**src/rtl/pmem_arbiter.sv**
```systemverilog
// -----------------------------------------------------------------------------
// pmem_arbiter
//
// Shares one physical-memory port between an instruction cache (read-only line
// fills) and a data cache (line fills and writebacks). One transaction is in
// flight at a time. Under contention the two requesters strictly alternate, so
// a pending requester never waits longer than one foreign transaction.
//
// The memory-side command, address and write data all come from registers that
// are loaded at grant time. The memory completion pulse and read data are
// passed straight back to the caches in the same cycle.
//
// Ports
//   clk             sole clock, all state updates on the rising edge
//   rst_n           asynchronous active-low reset
//   i_pmem_read     I-cache line-fill request (held until i_pmem_resp)
//   i_pmem_address  I-cache line address
//   i_pmem_resp     I-cache completion pulse
//   i_pmem_rdata    I-cache fill data (mirror of pmem_rdata)
//   d_pmem_read     D-cache line-fill request (held until d_pmem_resp)
//   d_pmem_write    D-cache writeback request (held until d_pmem_resp)
//   d_pmem_address  D-cache line address
//   d_pmem_wdata    D-cache writeback data
//   d_pmem_resp     D-cache completion pulse
//   d_pmem_rdata    D-cache fill data (mirror of pmem_rdata)
//   pmem_read       memory read command (registered)
//   pmem_write      memory write command (registered)
//   pmem_address    memory address (registered)
//   pmem_wdata      memory write data (registered)
//   pmem_resp       memory completion, one cycle per transaction
//   pmem_rdata      memory read data, valid with pmem_resp
// -----------------------------------------------------------------------------
module pmem_arbiter #(
  parameter int ADDR_W = 32,
  parameter int LINE_W = 256
) (
  input  logic              clk,
  input  logic              rst_n,

  input  logic              i_pmem_read,
  input  logic [ADDR_W-1:0] i_pmem_address,
  output logic              i_pmem_resp,
  output logic [LINE_W-1:0] i_pmem_rdata,

  input  logic              d_pmem_read,
  input  logic              d_pmem_write,
  input  logic [ADDR_W-1:0] d_pmem_address,
  input  logic [LINE_W-1:0] d_pmem_wdata,
  output logic              d_pmem_resp,
  output logic [LINE_W-1:0] d_pmem_rdata,

  output logic              pmem_read,
  output logic              pmem_write,
  output logic [ADDR_W-1:0] pmem_address,
  output logic [LINE_W-1:0] pmem_wdata,
  input  logic              pmem_resp,
  input  logic [LINE_W-1:0] pmem_rdata
);

  localparam logic [1:0] IDLE    = 2'd0;
  localparam logic [1:0] SERVE_I = 2'd1;
  localparam logic [1:0] SERVE_D = 2'd2;

  localparam logic GRANT_I = 1'b0;
  localparam logic GRANT_D = 1'b1;

  logic [1:0]        state_reg, state_next;
  logic              last_grant_reg, last_grant_next;
  logic [ADDR_W-1:0] addr_reg, addr_next;
  logic [LINE_W-1:0] wdata_reg, wdata_next;
  logic              read_reg, read_next;
  logic              write_reg, write_next;

  logic              i_pending;
  logic              d_pending;
  logic              serving;
  logic              grant_i;
  logic              grant_d;

  // Index 0 is the I side, index 1 the D side.
  logic [1:0]        serve_vec;
  logic [1:0]        resp_vec;

  // A requester being served is never "pending": it is still holding its
  // request lines, and must not be regranted on its own completion cycle.
  assign i_pending = i_pmem_read && (state_reg != SERVE_I);
  assign d_pending = (d_pmem_read || d_pmem_write) && (state_reg != SERVE_D);
  assign serving   = (state_reg == SERVE_I) || (state_reg == SERVE_D);

  // Grant decision. From IDLE the tie-break favours whoever did not win last
  // time. On a completion cycle the other side is granted directly, which
  // removes the idle bubble and gives strict alternation under load.
  always_comb begin
    grant_i = 1'b0;
    grant_d = 1'b0;
    case (state_reg)
      IDLE: begin
        if (i_pending && d_pending) begin
          if (last_grant_reg == GRANT_I) begin
            grant_d = 1'b1;
          end else begin
            grant_i = 1'b1;
          end
        end else if (i_pending) begin
          grant_i = 1'b1;
        end else if (d_pending) begin
          grant_d = 1'b1;
        end
      end
      SERVE_I: begin
        if (pmem_resp && d_pending) begin
          grant_d = 1'b1;
        end
      end
      SERVE_D: begin
        if (pmem_resp && i_pending) begin
          grant_i = 1'b1;
        end
      end
      default: begin
      end
    endcase
  end

  always_comb begin
    state_next      = state_reg;
    last_grant_next = last_grant_reg;
    addr_next       = addr_reg;
    wdata_next      = wdata_reg;
    read_next       = read_reg;
    write_next      = write_reg;

    if (grant_i) begin
      state_next      = SERVE_I;
      last_grant_next = GRANT_I;
      addr_next       = i_pmem_address;
      read_next       = 1'b1;
      write_next      = 1'b0;
    end else if (grant_d) begin
      state_next      = SERVE_D;
      last_grant_next = GRANT_D;
      addr_next       = d_pmem_address;
      wdata_next      = d_pmem_wdata;
      // A writeback takes precedence if both D request lines are high.
      write_next      = d_pmem_write;
      read_next       = !d_pmem_write;
    end else if (serving && pmem_resp) begin
      state_next = IDLE;
      read_next  = 1'b0;
      write_next = 1'b0;
    end else if (!serving && (state_reg != IDLE)) begin
      // Unused encoding: fall back to IDLE with the command dropped.
      state_next = IDLE;
      read_next  = 1'b0;
      write_next = 1'b0;
    end
  end

  always_ff @(posedge clk or negedge rst_n) begin
    if (!rst_n) begin
      state_reg      <= IDLE;
      last_grant_reg <= GRANT_I;
      addr_reg       <= '0;
      wdata_reg      <= '0;
      read_reg       <= 1'b0;
      write_reg      <= 1'b0;
    end else begin
      state_reg      <= state_next;
      last_grant_reg <= last_grant_next;
      addr_reg       <= addr_next;
      wdata_reg      <= wdata_next;
      read_reg       <= read_next;
      write_reg      <= write_next;
    end
  end

  assign pmem_read    = read_reg;
  assign pmem_write   = write_reg;
  assign pmem_address = addr_reg;
  assign pmem_wdata   = wdata_reg;

  // Completion routing: only the side currently being served sees the pulse,
  // so a stray pmem_resp while IDLE (e.g. after a reset) is dropped.
  assign serve_vec = {(state_reg == SERVE_D), (state_reg == SERVE_I)};

  generate
    for (genvar gi = 0; gi < 2; gi++) begin : g_resp
      assign resp_vec[gi] = pmem_resp && serve_vec[gi];
    end
  endgenerate

  assign i_pmem_resp = resp_vec[0];
  assign d_pmem_resp = resp_vec[1];

  assign i_pmem_rdata = pmem_rdata;
  assign d_pmem_rdata = pmem_rdata;

endmodule

```
**config.mk**
```make
export PLATFORM = sky130hd
export DESIGN_NAME = pmem_arbiter
export DESIGN_NICKNAME = d
export VERILOG_FILES = /design/src/rtl/pmem_arbiter.sv
export SDC_FILE = /design/constraint.sdc
export NUM_CORES = 1
export LEC_CHECK = 0
export ABC_AREA = 1
export BUFFER_PORTS_ARGS = -buffer_cell sky130_fd_sc_hd__clkbuf_2
export CAP_MARGIN = 30
export CORE_AREA = 2 2 534 536
export DETAILED_ROUTE_END_ITERATION = 16
export DIE_AREA = 0 0 536 538
export PLACE_DENSITY_LB_ADDON = 0.3
export SETUP_SLACK_MARGIN = 0.1
export SLEW_MARGIN = 20
export SYNTH_ARGS = -nofsm -noshare
export SYNTH_HDL_FRONTEND = slang
export SYNTH_SLANG_ARGS = --single-unit
```
**constraint.sdc**
```tcl
create_clock -name clk -period 5 [get_ports clk]
set_input_delay 0.5 -clock clk [delete_from_list [all_inputs] [get_ports clk]]
set_output_delay 0.5 -clock clk [all_outputs]
set_load 0.01 [all_outputs]
```
==> results.txt, run 1 <==
----------------------------------------------------
[Run status]
  Outcome ... completed

[Floorplan]
  Die W ... 536 µm
  Die area ... 288400 µm²
  # IOs ... 1386
  Number of rows created at floorplan ... 196
  Core region area ... 283200 µm²
  Initial Utilization ... 5.449%
  Die Y ... 538 µm

[Drt]
  Detail-routed via count per cell ... 2.261
  Routed wire length ... 156.6 mm
  Via Count ... 13410
  Number of violations reported at the end of detailed-routing iteration 0 ... 729
  Number of DRC violations after detailed routing ... 0
  Number of iterations in the first detailed-routing pass ... 5
  Wire length per cell ... 26.40 µm
  ANT nets after route ... 0

[Clocking]
  TritonCTS buffer count ... 43
  Number of clock sinks ... 293
  Insertion delay to the later sink of the worst-skew pair ... 0.68 ns
  CTS root buffer ... sky130_fd_sc_hd__clkbuf_16
  Post-CTS Setup Inserts ... 0
  Clock-pin slew on the worst setup and hold paths ... 0.06 ns
  Buffer depth of the longest clock path ... 3
  TritonCTS clock tree ... yes
  Number of H-tree levels ... 2

[Pwr]
  VDD IR-drop max ... 0.0003398 V
  Portion of total power attributed to combinational logic ... 49.0%
  Net switching share of the total power ... 50.53%
  Power per cell area ... 644.0 nW/µm²
  Leak Pwr ... 10.51 nW
  Register share of total power ... 29.7%
  Internal power component ... 7.199 mW
  Total power draw ... 14.55 mW
  Switching power total ... 7.354 mW
  Fraction of power consumed by the clock network ... 21.4%

[Worst setup path]
  Cell type group with the largest total delay on the critical path ... buffers and inverters
  Endpoint required time on the critical path ... 5.61 ns
  Worst-path cell with the longest stage delay ... sky130_fd_sc_hd__inv_8
  Buf+Inv Stages, Crit Path ... 3
  Critical path fanouts, max ... 90
  Worst setup path startpoint ... state_reg[0]$_DFFE_PN0P_
  Reg2reg setup slack ... 1.75 ns
  Crit-path cells ... inv_1 > ha_1 > a21oi_4 > nand2_8 > inv_8 > buf_4 > nand2_1 > nand2_1
  Critical path's largest stage delay ... 0.57 ns
  Capture point of the worst reg-to-reg path ... pmem_wdata[207]$_DFFE_PN0P_
  Worst Path Class, Setup ... flop to flop
  Arrival time at the worst endpoint ... 3.86 ns
  R2R cell count ... 8
  Critical path launch point type ... flop
  Setup crit end kind ... flop
  R2R Path Start ... state_reg[0]$_DFFE_PN0P_
  CP most frequent cell ... sky130_fd_sc_hd__nand2_1

[Hold path]
  Hold path cells ... 3
  Hold path start ... d_pmem_wdata[141]
  End of the worst hold path ... pmem_wdata[141]$_DFFE_PN0P_
  Type of the tightest min-delay check ... primary input to flop

[STA]
  Fmax achieved ... 307.5 MHz
  Max-slew violations ... 0
  Count of final hold-check violations ... 0
  Share of the cycle needed by the critical path after routing ... 65.03%
  Transition time at the pin with the least slew margin ... 0.9171 ns
  Skew final ... 0.05614 ns
  Endpoints failing setup ... 0
  Worst slew margin relative to its limit ... 38.86%
  Total Negative Setup Slacks ... 0 ns
  Min cycle time layout ... 3.252 ns
  Unrepaired setup endpoints after global routing ... no

[Yosys]
  Number of warnings reported in the yosys synthesis log ... 0
  Post-synthesis average cell area ... 8.379 µm²
  Number of standard cells after synthesis ... 1842
  Synth async-reset ratio ... 100.0%
  Number of distinct library cells after synthesis ... 19
  Share of synthesized area occupied by flip-flops and latches ... 47.50%
  Most used flip-flop cell after synthesis ... sky130_fd_sc_hd__dfrtp_1
  Number of synthesized register bits ... 293
  Synth Net Count ... 2427
  Netlist area before placement ... 15430 µm²
  Number of flops mapped to enable cells by yosys ... 0

[Place]
  Port Buffer Count ... 617
  Placed standard-cell area ... 19170 µm²
  Detailed placer's ending HPWL ... 138.2 mm
  Global placement routability congestion ... 0.8048

[Finish]
  Number of flip-flops under the largest register name ... 256
  Fraction of final layout cells with drive strength greater than 1 ... 32.44%
  Final net count ... 2721
  Commonest non-fill, non-tap cells in the layout ... sky130_fd_sc_hd__nand2_1 (793), sky130_fd_sc_hd__clkbuf_2 (616), sky130_fd_sc_hd__dfrtp_1 (293), sky130_fd_sc_hd__dlygate4sd3_1 (203), sky130_fd_sc_hd__nor2_1 (65)
  Relative area change from synthesis to final layout ... 46.41%
  Most common library cell in the layout ignoring fill and taps ... sky130_fd_sc_hd__nand2_1
  Post-route cell area ... 22600 µm²

[GRT]
  Initial antenna violation count ... 38
  Number of global-route vias before repair ... 13950
  Global-route wire length before repair ... 184.9 mm
  Global-route total usage across every layer ... 10.37%
  Largest net degree at the start of global routing ... 126
  Leftover overflow at the end of global routing ... 0

[Run]
  # Max-Cap Violations ... 0

----------------------------------------------------
[final cells by class]
type / count / area, µm²
diodes: 9 / 22.52
well taps: 3762 / 4707
repair buffers: 830 / 5280
inverters: 28 / 112.6
multi-input cells: 940 / 3770
clock inverters: 17 / 200.2
fillers: 33300 / 260600
clock buffers: 53 / 1174
flip-flops and latches: 293 / 7332
[metal layers]
layer / track usage, % / wire length, µm / share of wire, %
met2: 15.26 / 65740 / 42
met1: 7.850 / 40860 / 26
met4: 5.106 / 8293 / 5.3
met3: 12.42 / 41210 / 26
met5: 1.661 / 515 / 0.33
[repair_timing]
item	4_1_cts	5_1_grt
resized for setup	0	0
endpoints found under the setup margin	0	0
hold buffers	203	0
hold endpoints to repair	264	0
[worst register-to-register path, stage by stage, from the launching register on]
cell and delay (ns):
sky130_fd_sc_hd__dfrtp_1 0.38, sky130_fd_sc_hd__inv_1 0.08, sky130_fd_sc_hd__ha_1 0.25, sky130_fd_sc_hd__a21oi_4 0.46
sky130_fd_sc_hd__nand2_8 0.47, sky130_fd_sc_hd__inv_8 0.59, sky130_fd_sc_hd__buf_4 0.76, sky130_fd_sc_hd__nand2_1 0.15
sky130_fd_sc_hd__nand2_1 0.10
[worst max-delay path by stage]
stage / slack (ns) / endpoint / cells past startpoint
2_1_floorplan: 3.36 / pmem_address[28]$_DFFE_PN0P_ / 11
3_3_place_gp: 1.81 / pmem_wdata[183]$_DFFE_PN0P_ / 8
3_5_place_dp: 1.72 / pmem_wdata[207]$_DFFE_PN0P_ / 8
4_1_cts: 1.75 / pmem_wdata[207]$_DFFE_PN0P_ / 8
5_1_grt: 1.45 / pmem_wdata[207]$_DFFE_PN0P_ / 11
6_report: 1.75 / pmem_wdata[207]$_DFFE_PN0P_ / 8
[synthesized netlist by cell type (2+ instances only)]
| master | n | area (µm²) |
|---|---|---|
| sky130_fd_sc_hd__nand2_2 | 4 | 25.02 |
| sky130_fd_sc_hd__o21ai_0 | 19 | 95.09 |
| sky130_fd_sc_hd__clkbuf_1 | 7 | 26.28 |
| sky130_fd_sc_hd__inv_1 | 26 | 97.59 |
| sky130_fd_sc_hd__nand4_1 | 4 | 25.02 |
| sky130_fd_sc_hd__nand2_1 | 793 | 2977 |
| sky130_fd_sc_hd__nor2_1 | 65 | 244.0 |
| sky130_fd_sc_hd__nand3b_1 | 32 | 240.2 |
| sky130_fd_sc_hd__ha_1 | 3 | 37.54 |
| sky130_fd_sc_hd__dfrtp_1 | 293 | 7332 |
| sky130_fd_sc_hd__buf_2 | 38 | 190.2 |
| sky130_fd_sc_hd__buf_4 | 535 | 4016 |
| sky130_fd_sc_hd__nand3_1 | 16 | 80.08 |
| sky130_fd_sc_hd__inv_2 | 2 | 7.510 |
[power by group through the flow]
stage,clock network [mW],logic (mW),registers (mW)
finish,3.11,7.13,4.32
floorplan,0,2.88,4.72
global route,3.33,8.10,4.46
CTS,3.30,7.51,4.34
global placement,0,7.33,4.33
detailed placement,0,7.34,4.33
[cells by family after synthesis]
kind of cell	count (synthesis)	share of synthesized area, %
and+or+nand+nor	915	23.34
buffers and inverters	609	28.13
DFF	293	47.50
AOI/OAI and AO/OA	22	0.7863
adders and majority gates	3	0.2432
[metrics by stage]
stage | hold WS [ns] | utilization (%) | std cells | setup slack (ns)
finish | 0.08156 | 7.978 | 5932 | 1.748
global route | 0.04804 | 7.976 | 5929 | 1.451
CTS | 0.00003358 | 7.970 | 5923 | 1.745
detailed placement | 0.4644 | 6.768 | 5650 | 1.720
global placement | 0.4621 | 6.768 | 5650 | 1.808
floorplan | 0.2044 | - | 1842 | 3.362
Power figures use the tool's default switching activity.
==> run 2: changes to the inputs <==
--- a/config.mk
+++ b/config.mk
@@ -8,9 +8,9 @@
 export ABC_AREA = 1
 export BUFFER_PORTS_ARGS = -buffer_cell sky130_fd_sc_hd__clkbuf_2
 export CAP_MARGIN = 30
-export CORE_AREA = 2 2 534 536
+export CORE_AREA = 2 2 538 540
 export DETAILED_ROUTE_END_ITERATION = 16
-export DIE_AREA = 0 0 536 538
+export DIE_AREA = 0 0 540 542
 export PLACE_DENSITY_LB_ADDON = 0.3
 export SETUP_SLACK_MARGIN = 0.1
 export SLEW_MARGIN = 20
==> constraint.sdc (replaced) <==
create_clock -name clk -period 3.3 [get_ports clk]
set_input_delay 0.33 -clock clk [delete_from_list [all_inputs] [get_ports clk]]
set_output_delay 0.33 -clock clk [all_outputs]
set_load 0.01 [all_outputs]
==> run 2 against run 1 <==
  * Cell count rose by 2.1%
  * Sequential power rose by 50%
  * Largest cell class unchanged
  * Critical endpoint is now pmem_address[15]$_DFFE_PN0P_
  * Combinational power is 54% higher
  * Clock skew is 0.033 ns lower
  * Flip-flop and latch count unchanged
==> results.txt, run 2 (synthesis gave the netlist of run 1 again) <==
----------------------------------------------------
[Floorplan]
  Die area ... 292700 µm²
  Initial Utilization ... 5.380%
  Die W ... 540 µm
  Die Y ... 542 µm
  # IOs ... 1386
  Number of rows created at floorplan ... 197
  Core region area ... 286900 µm²

[Pwr]
  Power per cell area ... 931.6 nW/µm²
  Total power draw ... 21.98 mW
  VDD IR-drop max ... 0.0003694 V
  Leak Pwr ... 10.94 nW

[Drt]
  Number of iterations in the first detailed-routing pass ... 5
  Number of DRC violations after detailed routing ... 0
  Wire length per cell ... 26.06 µm
  Detail-routed via count per cell ... 2.311
  ANT nets after route ... 0
  Routed wire length ... 157.8 mm
  Via Count ... 13990
  Number of violations reported at the end of detailed-routing iteration 0 ... 1014

[STA]
  Fmax achieved ... 346.5 MHz
  Worst slew margin relative to its limit ... 53.54%
  Unrepaired setup endpoints after global routing ... no
  Skew final ... 0.02341 ns
  Min cycle time layout ... 2.886 ns
  Share of the cycle needed by the critical path after routing ... 87.45%
  Count of final hold-check violations ... 0
  Final worst-path setup slack ... 0.4143 ns
  Final hold slack ... 0.06604 ns
  Transition time at the pin with the least slew margin ... 0.6896 ns
  Total Negative Setup Slacks ... 0 ns
  Max-slew violations ... 0
  Endpoints failing setup ... 0

[Worst setup path]
  Setup crit end kind ... flop
  Critical path fanouts, max ... 50
  R2R Path Start ... state_reg[1]$_DFFE_PN0P_
  Worst Path Class, Setup ... flop to flop
  Critical path launch point type ... flop
  Reg2reg setup slack ... 0.41 ns
  Arrival time at the worst endpoint ... 3.39 ns
  Endpoint required time on the critical path ... 3.80 ns
  Capture point of the worst reg-to-reg path ... pmem_address[15]$_DFFE_PN0P_
  R2R cell count ... 12

[Finish]
  Number of cells in the finished layout apart from fillers ... 6055
  Commonest non-fill, non-tap cells in the layout ... sky130_fd_sc_hd__nand2_1 (793), sky130_fd_sc_hd__clkbuf_2 (616), sky130_fd_sc_hd__dfrtp_1 (293), sky130_fd_sc_hd__dlygate4sd3_1 (291), sky130_fd_sc_hd__nor2_1 (65)
  Final net count ... 2824
  Number of flip-flops under the largest register name ... 256
  Post-route cell area ... 23590 µm²
  Fraction of final layout cells with drive strength greater than 1 ... 31.42%
  Relative area change from synthesis to final layout ... 52.84%
  Number of inserted filler cells in the final layout ... 33830
  Most common library cell in the layout ignoring fill and taps ... sky130_fd_sc_hd__nand2_1
  Final core utilization ... 8.222%

[Hold path]
  Hold path cells ... 3
  Type of the tightest min-delay check ... primary input to flop
  Hold path start ... d_pmem_wdata[10]
  End of the worst hold path ... pmem_wdata[10]$_DFFE_PN0P_

[Clocking]
  Post-CTS Setup Inserts ... 0
  Number of H-tree levels ... 2
  Buffer depth of the longest clock path ... 3
  Post-cts resize count ... 0
  TritonCTS buffer count ... 42
  Insertion delay to the later sink of the worst-skew pair ... 0.65 ns
  Clock-pin slew on the worst setup and hold paths ... 0.06 ns
  CTS root buffer ... sky130_fd_sc_hd__clkbuf_16
  TritonCTS clock tree ... yes
  Number of clock sinks ... 293
  # hold bufs at CTS ... 291

[GRT]
  Number of global-route vias before repair ... 14580
  Global-route total usage across every layer ... 10.40%
  Global-route wire length before repair ... 189.9 mm
  Initial antenna violation count ... 68
  Largest net degree at the start of global routing ... 87
  Leftover overflow at the end of global routing ... 0

[Place]
  Port Buffer Count ... 617
  Placed instance count ... 5685
  Worst slack at placement ... 0.6935 ns
  Detailed placer's ending HPWL ... 141.0 mm
  Placed standard-cell area ... 19360 µm²
  Global placement routability congestion ... 0.8599

[Run status]
  Outcome ... completed

[Run]
  # Max-Cap Violations ... 0

----------------------------------------------------
-- run 2: changes by cell type in the layout (fill, tap and decap cells not counted), sizes merged, moves of 2 or more --
cell         change
clkbuf           +9
clkinvlp         -2
diode            -4
dlygate4sd3     +88
buf             +16
bufinv           -2
-- run 2: area by class of cell --
type	count	area [µm²]	share of cell area, %
sequential	293	7332	31.08
timing repair buffer	934	6331	26.84
tap	3781	4731	20.05
multi-input combinational	940	3770	15.98
clock buffer	62	1217	5.161
inverter	28	112.6	0.4774
clock inverter	12	83.83	0.3554
antenna	5	12.51	0.05304
-- run 2: worst max path at each step --
| stage | depth (start not counted) | to | slack [ns] | from |
|---|---|---|---|---|
| 6_report | 12 | pmem_address[15]$_DFFE_PN0P_ | 0.41 | state_reg[1]$_DFFE_PN0P_ |
| 5_1_grt | 12 | pmem_address[14]$_DFFE_PN0P_ | 0.25 | state_reg[1]$_DFFE_PN0P_ |
| 4_1_cts | 12 | pmem_address[14]$_DFFE_PN0P_ | 0.46 | state_reg[1]$_DFFE_PN0P_ |
| 3_5_place_dp | 11 | pmem_address[11]$_DFFE_PN0P_ | 0.69 | state_reg[1]$_DFFE_PN0P_ |
| 3_3_place_gp | 11 | pmem_address[5]$_DFFE_PN0P_ | 0.73 | state_reg[1]$_DFFE_PN0P_ |
| 2_1_floorplan | 11 | pmem_address[28]$_DFFE_PN0P_ | 1.66 | state_reg[0]$_DFFE_PN0P_ |
-- run 2: critical path: stages (launching register included) --
cell and delay (ns):
sky130_fd_sc_hd__dfrtp_1 0.37, sky130_fd_sc_hd__inv_1 0.07, sky130_fd_sc_hd__ha_1 0.20, sky130_fd_sc_hd__inv_1 0.06, sky130_fd_sc_hd__nand2_1 0.06, sky130_fd_sc_hd__o21ai_1 0.15, sky130_fd_sc_hd__nand2_2 0.31, sky130_fd_sc_hd__nand2_8 0.20
sky130_fd_sc_hd__buf_4 0.49, sky130_fd_sc_hd__nand3_1 0.14, sky130_fd_sc_hd__nand2_1 0.09, sky130_fd_sc_hd__nor2_1 0.04, sky130_fd_sc_hd__dlygate4sd3_1 0.56
-- run 2: power by group --
part,switching (mW),internal (mW),total (mW),leakage [nW]
combinational,7.81,3.15,11.0,6.73
clock,1.98,2.55,4.53,0.637
sequential,1.07,5.42,6.49,3.58
-- run 2: layer usage --
layer  global-route usage (%)  wire length, µm  vias up
met3                    12.11            39970      352
met4                    3.650             6347       10
met2                    17.10            72890     1359
li1                         -                -     5858
met5                   0.1973              141        -
met1                    7.284            38460     6414
==> run 3: changes to the inputs <==
--- a/config.mk
+++ b/config.mk
@@ -8,9 +8,10 @@
 export ABC_AREA = 1
 export BUFFER_PORTS_ARGS = -buffer_cell sky130_fd_sc_hd__clkbuf_2
 export CAP_MARGIN = 30
-export CORE_AREA = 2 2 538 540
+export CORE_AREA = 2 2 547 549
+export CTS_BUF_LIST = sky130_fd_sc_hd__clkbuf_2 sky130_fd_sc_hd__clkbuf_4 sky130_fd_sc_hd__clkbuf_8
 export DETAILED_ROUTE_END_ITERATION = 16
-export DIE_AREA = 0 0 540 542
+export DIE_AREA = 0 0 549 551
 export PLACE_DENSITY_LB_ADDON = 0.3
 export SETUP_SLACK_MARGIN = 0.1
 export SLEW_MARGIN = 20
==> run 3 against run 2 <==
  * Final area rose by 2.7%
  * Fmax rose by 5.0%
  * Via count rose by 0.44%
  * Non-clock buffer count up 25
  * Flip-flop and latch count stayed put
  * Clock skew is 0.037 ns higher
  * Worst setup slack improved by 0.14 ns
  * Critical path type unchanged
  * Global-route usage is 0.24 points lower
  * Clock power is 9.1% higher
  * Core utilization about the same
  * Combinational power about the same
  * Die area up 3.4%
==> results.txt, run 3 (synthesis gave the netlist of run 1 again) <==
----------------------------------------------------
[Place]
  Port Buffer Count ... 617
  Placed instance count ... 5835
  Detailed placer's ending HPWL ... 141.3 mm
  Global placement routability congestion ... 0.7888
  Worst slack at placement ... 0.7115 ns

[Drt]
  Detail-routed via count per cell ... 2.237
  Number of iterations in the first detailed-routing pass ... 5
  Number of violations reported at the end of detailed-routing iteration 0 ... 735
  Routed wire length ... 159.5 mm
  ANT nets after route ... 0
  Wire length per cell ... 25.39 µm
  Via Count ... 14050
  Number of DRC violations after detailed routing ... 0

[GRT]
  Leftover overflow at the end of global routing ... 0
  Number of global-route vias before repair ... 14740
  Global-route total usage across every layer ... 10.16%
  Global-route wire length before repair ... 190.1 mm
  Largest net degree at the start of global routing ... 108
  Initial antenna violation count ... 55

[STA]
  Share of the cycle needed by the critical path after routing ... 83.27%
  Total Negative Setup Slacks ... 0 ns
  Max-slew violations ... 0
  Min cycle time layout ... 2.748 ns
  Transition time at the pin with the least slew margin ... 0.8077 ns
  Unrepaired setup endpoints after global routing ... no
  Final worst-path setup slack ... 0.5521 ns
  Fmax achieved ... 363.9 MHz
  Skew final ... 0.06000 ns
  Count of final hold-check violations ... 0
  Endpoints failing setup ... 0
  Worst slew margin relative to its limit ... 46.16%

[Pwr]
  VDD IR-drop max ... 0.0003866 V
  Power per cell area ... 929.8 nW/µm²
  Leak Pwr ... 11.19 nW

[Finish]
  Number of inserted filler cells in the final layout ... 34920
  Final net count ... 2874
  Commonest non-fill, non-tap cells in the layout ... sky130_fd_sc_hd__nand2_1 (793), sky130_fd_sc_hd__clkbuf_2 (616), sky130_fd_sc_hd__dlygate4sd3_1 (324), sky130_fd_sc_hd__dfrtp_1 (293), sky130_fd_sc_hd__clkbuf_8 (78)
  Most common library cell in the layout ignoring fill and taps ... sky130_fd_sc_hd__nand2_1
  Number of flip-flops under the largest register name ... 256
  Number of cells in the finished layout apart from fillers ... 6283
  Fraction of final layout cells with drive strength greater than 1 ... 32.35%
  Relative area change from synthesis to final layout ... 56.95%

[Floorplan]
  Die area ... 302500 µm²
  Number of rows created at floorplan ... 200
  Initial Utilization ... 5.209%
  Die W ... 549 µm
  Core region area ... 296300 µm²
  Die Y ... 551 µm
  # IOs ... 1386

[Clocking]
  Clock-pin slew on the worst setup and hold paths ... 0.06 ns
  Insertion delay to the later sink of the worst-skew pair ... 0.77 ns
  Number of H-tree levels ... 3
  Number of clock sinks ... 293
  CTS root buffer ... sky130_fd_sc_hd__clkbuf_8
  Buffer depth of the longest clock path ... 3
  TritonCTS buffer count ... 67
  Post-cts resize count ... 0
  # hold bufs at CTS ... 324
  TritonCTS clock tree ... yes
  Post-CTS Setup Inserts ... 0

[Worst setup path]
  Arrival time at the worst endpoint ... 3.39 ns
  Critical path fanouts, max ... 22
  Setup crit end kind ... flop
  Endpoint required time on the critical path ... 3.94 ns
  Worst Path Class, Setup ... flop to flop
  Critical path launch point type ... flop

[Run status]
  Outcome ... completed

[Hold path]
  Type of the tightest min-delay check ... primary input to asynchronous set/reset pin

[Run]
  # Max-Cap Violations ... 0

----------------------------------------------------
[run 3: metrics by stage]
stage                     hold slack, ns  utilization, %  power (mW)  cell area [µm²]
after CTS                        0.06891           8.165       23.50            24190
after global placement            0.3605           6.573       17.52            19480
final                             0.1603           8.176       22.52            24220
after floorplan                  0.03441               -       11.51            15430
after detailed placement          0.3688           6.573       17.55            19480
after global routing              0.1360           8.168       24.66            24200
[run 3: path summary, 6_finish.rpt]
path,startpoint,to,slack (ns),cells after the start
worst max register to register,state_reg[1]$_DFFE_PN0P_,pmem_address[20]$_DFFE_PN0P_,0.55,11
min in group clk,d_pmem_wdata[137],pmem_wdata[137]$_DFFE_PN0P_,0.31,4
worst min-delay path,rst_n,pmem_wdata[33]$_DFFE_PN0P_,0.16,2
max in group asynchronous,rst_n,pmem_address[27]$_DFFE_PN0P_,2.19,3
worst min register to register,pmem_wdata[144]$_DFFE_PN0P_,pmem_wdata[144]$_DFFE_PN0P_,0.48,2
worst max-delay path,state_reg[1]$_DFFE_PN0P_,pmem_address[20]$_DFFE_PN0P_,0.55,11
[run 3: cell type report]
| class | count | area (µm²) | share of cell area, % |
|---|---|---|---|
| inverters | 28 | 112.6 | 0.4649 |
| clock inverters | 15 | 264.0 | 1.090 |
| flip-flops and latches | 293 | 7332 | 30.27 |
| multi-input cells | 940 | 3770 | 15.56 |
| clock buffers | 96 | 1209 | 4.989 |
| repair buffers | 959 | 6576 | 27.15 |
| well taps | 3939 | 4928 | 20.35 |
| diodes | 13 | 32.53 | 0.1343 |
[run 3: metal layers]
metal | vias up | share of wire, % | global-route usage (%)
met1 | 6320 | 24 | 7.055
li1 | 5973 | - | -
met5 | - | 0.18 | 0.6254
met2 | 1330 | 43 | 15.63
met3 | 421 | 27 | 12.42
met4 | 10 | 5.6 | 5.042
[run 3: report_power, final]
group,internal [mW],total (mW),switching [mW],leakage (nW)
Clock,2.82,4.94,2.12,0.769
Combinational,3.23,11.1,7.85,6.85
Sequential,5.42,6.50,1.08,3.58
Total,11.5,22.5,11.1,11.2
[run 3: critical path, stage by stage (launching register included)]
cell,delay (ns)
sky130_fd_sc_hd__dfrtp_1,0.37
sky130_fd_sc_hd__inv_1,0.08
sky130_fd_sc_hd__ha_1,0.19
sky130_fd_sc_hd__inv_1,0.05
sky130_fd_sc_hd__nand2_1,0.06
sky130_fd_sc_hd__inv_1,0.44
sky130_fd_sc_hd__nand2_2,0.34
sky130_fd_sc_hd__buf_4,0.32
sky130_fd_sc_hd__nand3_1,0.09
sky130_fd_sc_hd__nand2_1,0.05
sky130_fd_sc_hd__nor2_1,0.09
sky130_fd_sc_hd__dlygate4sd3_1,0.56
